**config.mk**
```make
export PLATFORM = sky130hd
export DESIGN_NAME = exec_logic_issue
export DESIGN_NICKNAME = d
export VERILOG_FILES = /design/src/rtl/exec_pkg.sv /design/src/rtl/exec_pipe_stage.sv /design/src/rtl/exec_logic_issue.sv
export SDC_FILE = /design/constraint.sdc
export NUM_CORES = 1
export LEC_CHECK = 0
export ABC_CLOCK_PERIOD_IN_PS = 3300
export BUFFER_PORTS_ARGS = -buffer_cell sky130_fd_sc_hd__buf_4
export CORE_UTILIZATION = 30
export DETAILED_ROUTE_END_ITERATION = 8
export GPL_ROUTABILITY_DRIVEN = 0
export SYNTH_ARGS = -nofsm -noshare
export SYNTH_HDL_FRONTEND = slang
export SYNTH_SLANG_ARGS = --single-unit
```
**constraint.sdc**
```tcl
create_clock -name clk -period 3.3 [get_ports clk]
set_clock_uncertainty 0.1 [all_clocks]
set_input_delay 0.165 -clock clk [delete_from_list [all_inputs] [get_ports clk]]
set_output_delay 0.165 -clock clk [all_outputs]
set_load 0.02 [all_outputs]
```
**src/rtl/exec_pkg.sv**
```systemverilog
// Shared definitions for the execution-unit wrappers: widths, logic-op
// encodings and the payload layouts carried through the issue pipeline.
package exec_pkg;

    localparam int W_OPR = 32;
    localparam int W_REG = 5;

    localparam logic [1:0] LOGIC_AND = 2'b00;
    localparam logic [1:0] LOGIC_OR  = 2'b01;
    localparam logic [1:0] LOGIC_NOT = 2'b10;
    localparam logic [1:0] LOGIC_XOR = 2'b11;

    // Issue stage contents: everything the logic unit needs plus the tag
    // that travels on to writeback.
    typedef struct packed {
        logic [W_OPR-1:0] opr0;
        logic [W_OPR-1:0] opr1;
        logic [1:0]       select;
        logic [W_REG-1:0] dst;
    } issue_payload_t;

    // Result stage contents presented to writeback.
    typedef struct packed {
        logic [W_OPR-1:0] result;
        logic [W_REG-1:0] dst;
    } result_payload_t;

endpackage

```
**src/rtl/exec_pipe_stage.sv**
```systemverilog
// Single valid/ready register slice with synchronous flush. Accepts a new
// word whenever it is empty or its current word leaves in the same cycle,
// so a chain of these runs at full throughput.
module exec_pipe_stage #(
    parameter int W = 8
) (
    input  logic         clk,
    input  logic         rst_n,
    input  logic         flush_i,
    input  logic         up_valid_i,
    output logic         up_ready_o,
    input  logic [W-1:0] up_data_i,
    output logic         down_valid_o,
    input  logic         down_ready_i,
    output logic [W-1:0] down_data_o
);

    logic take;
    logic valid_q;
    logic [W-1:0] data_q;

    assign up_ready_o   = !valid_q || down_ready_i;
    assign take         = up_valid_i && up_ready_o;
    assign down_valid_o = valid_q;
    assign down_data_o  = data_q;

    // Occupancy: flush empties the slice, otherwise fill on take and empty when the word leaves.
    always_ff @(posedge clk or negedge rst_n) begin
        if (!rst_n) begin
            valid_q <= 1'b0;
        end else if (flush_i) begin
            valid_q <= 1'b0;
        end else if (take) begin
            valid_q <= 1'b1;
        end else if (down_ready_i) begin
            valid_q <= 1'b0;
        end
    end

    // Payload loads only on an accepted word, and a flush blocks even that.
    always_ff @(posedge clk or negedge rst_n) begin
        if (!rst_n) begin
            data_q <= '0;
        end else if (take && !flush_i) begin
            data_q <= up_data_i;
        end
    end

endmodule

```
**src/rtl/exec_logic_issue.sv**
```systemverilog
// Issue and result-collection wrapper around the combinational logic unit.
// Stage A registers the decoded op and drives the unit; stage B captures the
// unit's result for writeback. Both stages are exec_pipe_stage slices.
module exec_logic_issue
    import exec_pkg::*;
(
    input  logic             clk,
    input  logic             rst_n,
    input  logic             flush_i,
    input  logic             in_valid_i,
    output logic             in_ready_o,
    input  logic [1:0]       in_op_i,
    input  logic [W_OPR-1:0] in_opr0_i,
    input  logic [W_OPR-1:0] in_opr1_i,
    input  logic [W_REG-1:0] in_dst_i,
    output logic [W_OPR-1:0] opr0_o,
    output logic [W_OPR-1:0] opr1_o,
    output logic [1:0]       select_o,
    input  logic [W_OPR-1:0] result_i,
    output logic             out_valid_o,
    input  logic             out_ready_i,
    output logic [W_OPR-1:0] out_result_o,
    output logic [W_REG-1:0] out_dst_o
);

    issue_payload_t  a_in;
    issue_payload_t  a_q;
    result_payload_t b_in;
    result_payload_t b_q;
    logic            a_valid;
    logic            b_ready;

    // The op code goes to the unit untouched; opr1 is carried even for NOT.
    assign a_in.opr0   = in_opr0_i;
    assign a_in.opr1   = in_opr1_i;
    assign a_in.select = in_op_i;
    assign a_in.dst    = in_dst_i;

    assign b_in.result = result_i;
    assign b_in.dst    = a_q.dst;

    exec_pipe_stage #(
        .W($bits(issue_payload_t))
    ) u_stage_a (
        .clk          (clk),
        .rst_n        (rst_n),
        .flush_i      (flush_i),
        .up_valid_i   (in_valid_i),
        .up_ready_o   (in_ready_o),
        .up_data_i    (a_in),
        .down_valid_o (a_valid),
        .down_ready_i (b_ready),
        .down_data_o  (a_q)
    );

    exec_pipe_stage #(
        .W($bits(result_payload_t))
    ) u_stage_b (
        .clk          (clk),
        .rst_n        (rst_n),
        .flush_i      (flush_i),
        .up_valid_i   (a_valid),
        .up_ready_o   (b_ready),
        .up_data_i    (b_in),
        .down_valid_o (out_valid_o),
        .down_ready_i (out_ready_i),
        .down_data_o  (b_q)
    );

    assign opr0_o       = a_q.opr0;
    assign opr1_o       = a_q.opr1;
    assign select_o     = a_q.select;
    assign out_result_o = b_q.result;
    assign out_dst_o    = b_q.dst;

endmodule

```
==> impl_results.md <==
- Worst Path Max Fanout: 53
- Clk sink count: between 100 and 150
- DIE WIDTH: approximately 130 um
- Core area: 15300 um^2
- Final net count: 669
- Largest net degree at the start of global routing: 58
- Arrival time worst endpoint: 2160 ps
- Clock buffer depth: 2
- Worst-Margin Slew: a little over 700 ps
- First-pass GRT wire length: ~17 mm
- Htree depth: 3
- CTS tree: yes
- Finished Core Util: 48.2%
- Row cnt: 45
- Cts repair resizes: 0
- Synth area leaders: dfrtp_1 (58%), mux2_2 (23%), buf_4 (10%), mux2_4 (3.2%), buf_6 (1.9%)
- Via count: 3196
- Boundary Pins: 213
- Area share of the largest cell type after synthesis: between 50% and 60%
- Synthesized area: between 4000 and 5000 um^2
- Worst Setup Path Type: in2reg
- Slew Viols, Final: 0
- Post-synthesis register bit count: 110
- Router iterations before antenna repair: 4
- DIE AREA: 16300 um^2
- Final worst path period need: 2030 ps
- Yosys top cell by area: dfrtp_1
- Final WL: ~11 mm
- Skew-Pair Late Insertion Delay: about 340 ps
- TritonCTS Buffers: 9
- Min-Delay Path Class: in2reg
- Initial Util: a little under a third
- Final Hold Fails: 0
- Gate count of the mapped netlist: about 300
- Syn nets: between 400 and 500
- Diode count: 0
- Fin Hold WS: approximately 50 ps
- GR Util All Layers: ~14%
- Crit path required time: ~3400 ps
- Worst hold path cell count: 4
- F_max: roughly 0.5 GHz
- First-iteration detailed-routing DRC count: 65
- Initial antenna violation count: 0
- Buffers on Ports: about 210
- Startpoint types: input pin
- Die Y-Extent: 128 um
- Final sum of negative setup slack: 0 ps
- CTS Root Cell: clkbuf_16
- R2R depth: 4
- Fillers: about 1300
- Number of flops mapped to enable cells by yosys: 0
- Yosys Warn Count: 0
- Vias in the first global route: between 3000 and 4000
- PD cells: approximately 550 nW/um^2
- Library cells used by synthesis: 13
- VDD IR max: 0.404 mV
- Cell leakage power: approximately 3.4 nW
- Post-DP HPWL: about 7.0 mm
- Commonest cells in the netlist: dfrtp_1 (110), mux2_2 (98), buf_4 (66)
- Max-Cap Viols: 0
- Asr flop ratio synth: between 90% and 100%
- Final Setup Violations: 0
- Slew margin rel.: 52.4%
- DRC errors left: 0
- Clock-pin slew on the worst setup and hold paths: about 70 ps
- Global route overflow: 0
- Most common cell in the netlist: dfrtp_1
- Avg Synthesized Cell Area: about 16 um^2
- Final Cycle Share: between 60% and 70%
- Final ANT Viol Nets: 0
- Area growth syn-to-layout: 56.0%
- DR vias/cell: approximately 4.1
- Seq/Total Area, Yosys: between 50% and 60%
- CP Capture Type: flip-flop
- Layout cells sized above 1: between 60% and 70%
- Outcome: complete, no violations
- RSZ-0062 raised after global routing: no
- WL/cell: 13.9 um
- Post-synth top flop: dfrtp_1
[logic make-up (layout without fill, tap and decap cells)]
family | count (synthesis) | after routing | share of synthesized area (%)
buf+inv | 77 | 339 | 13.7
compound gates | 2 | 2 | 0.450
simple gates | 7 | 7 | 1.16
flops | 110 | 110 | 58.2
mux | 108 | 108 | 26.5
[cell type report]
type	instances	area (um^2)	share of cell area, %
Clock inverter	5	81.3	1.10
Timing Repair Buffer	323	2690	36.5
Tap cell	211	264	3.58
Sequential cell	110	2750	37.3
Multi-Input combinational cell	117	1340	18.1
Clock buffer	11	253	3.43
[sequential cells by signal, indices dropped and copies added (netlist names)]
| register | flops |
|---|---|
| u_stage_a.down_data_o | 71 |
| u_stage_b.down_data_o | 37 |
| u_stage_a.down_valid_o | 1 |
| u_stage_b.down_valid_o | 1 |
[per-layer routing]
| metal | GRT usage (%) | vias to the layer above | part of all wire (%) |
|---|---|---|---|
| li1 | - | 1480 | - |
| met1 | 14.4 | 1562 | 38 |
| met2 | 25.2 | 134 | 53 |
| met3 | 4.27 | 20 | 6.5 |
| met4 | 6.02 | 0 | 2.6 |
| met5 | 0 | - | 0 |
[critical path: stages]
cell,delay (ps)
dlygate4sd3_1,550
buf_4,160
nand2b_4,140
a21oi_4,120
buf_4,560
mux2_2,410
[worst paths after layout]
| path | endpoint | slack [ps] | startpoint |
|---|---|---|---|
| max | u_stage_a.down_data_o[30] | 1270 | flush_i |
| min | u_stage_b.down_valid_o | 50 | out_ready_i |
| max reg2reg | u_stage_a.down_data_o[30] | 1360 | u_stage_b.down_valid_o |
| min reg2reg | u_stage_a.down_data_o[4] | 410 | u_stage_a.down_data_o[4] |
| max in group asynchronous | u_stage_a.down_data_o[50] | 1790 | rst_n |
| min in group asynchronous | u_stage_a.down_data_o[53] | 330 | rst_n |
[metrics by stage]
stage | area (um^2) | setup slack (ps) | power [mW] | cells
after global routing | 7380 | 1220 | 4.28 | 777
after floorplan | 4730 | 1670 | 2.45 | 304
after CTS | 7380 | 1280 | 4.14 | 777
after global placement | 5980 | 1430 | 2.80 | 655
after detailed placement | 5980 | 1360 | 2.82 | 655
final | 7380 | 1270 | 4.07 | 777
[layout by cell type, fill, tap and decap left out, drive strengths merged]
cell / netlist / routed
nor2b: 1 / 1
nand2: 1 / 1
dfrtp: 110 / 110
clkinv: 0 / 2
nor3b: 1 / 1
a21oi: 2 / 2
buf: 77 / 217
mux2: 108 / 108
nor2: 3 / 3
clkinvlp: 0 / 1
nand2b: 1 / 1
bufinv: 0 / 2
dlygate4sd3: 0 / 106
clkbuf: 0 / 11
[timing repair]
action | in CTS | in global routing
hold endpoints to repair | 160 | 0
setup buffers | 0 | 0
hold buffers | 106 | 0
[power by group]
group / internal, mW / switching, mW / total (mW)
Clock: 0.706 / 0.470 / 1.18
Sequential: 1.58 / 0.127 / 1.71
Combinational: 0.641 / 0.542 / 1.18
Total: 2.93 / 1.14 / 4.07
No activity file was read; power rests on OpenSTA's default activity.
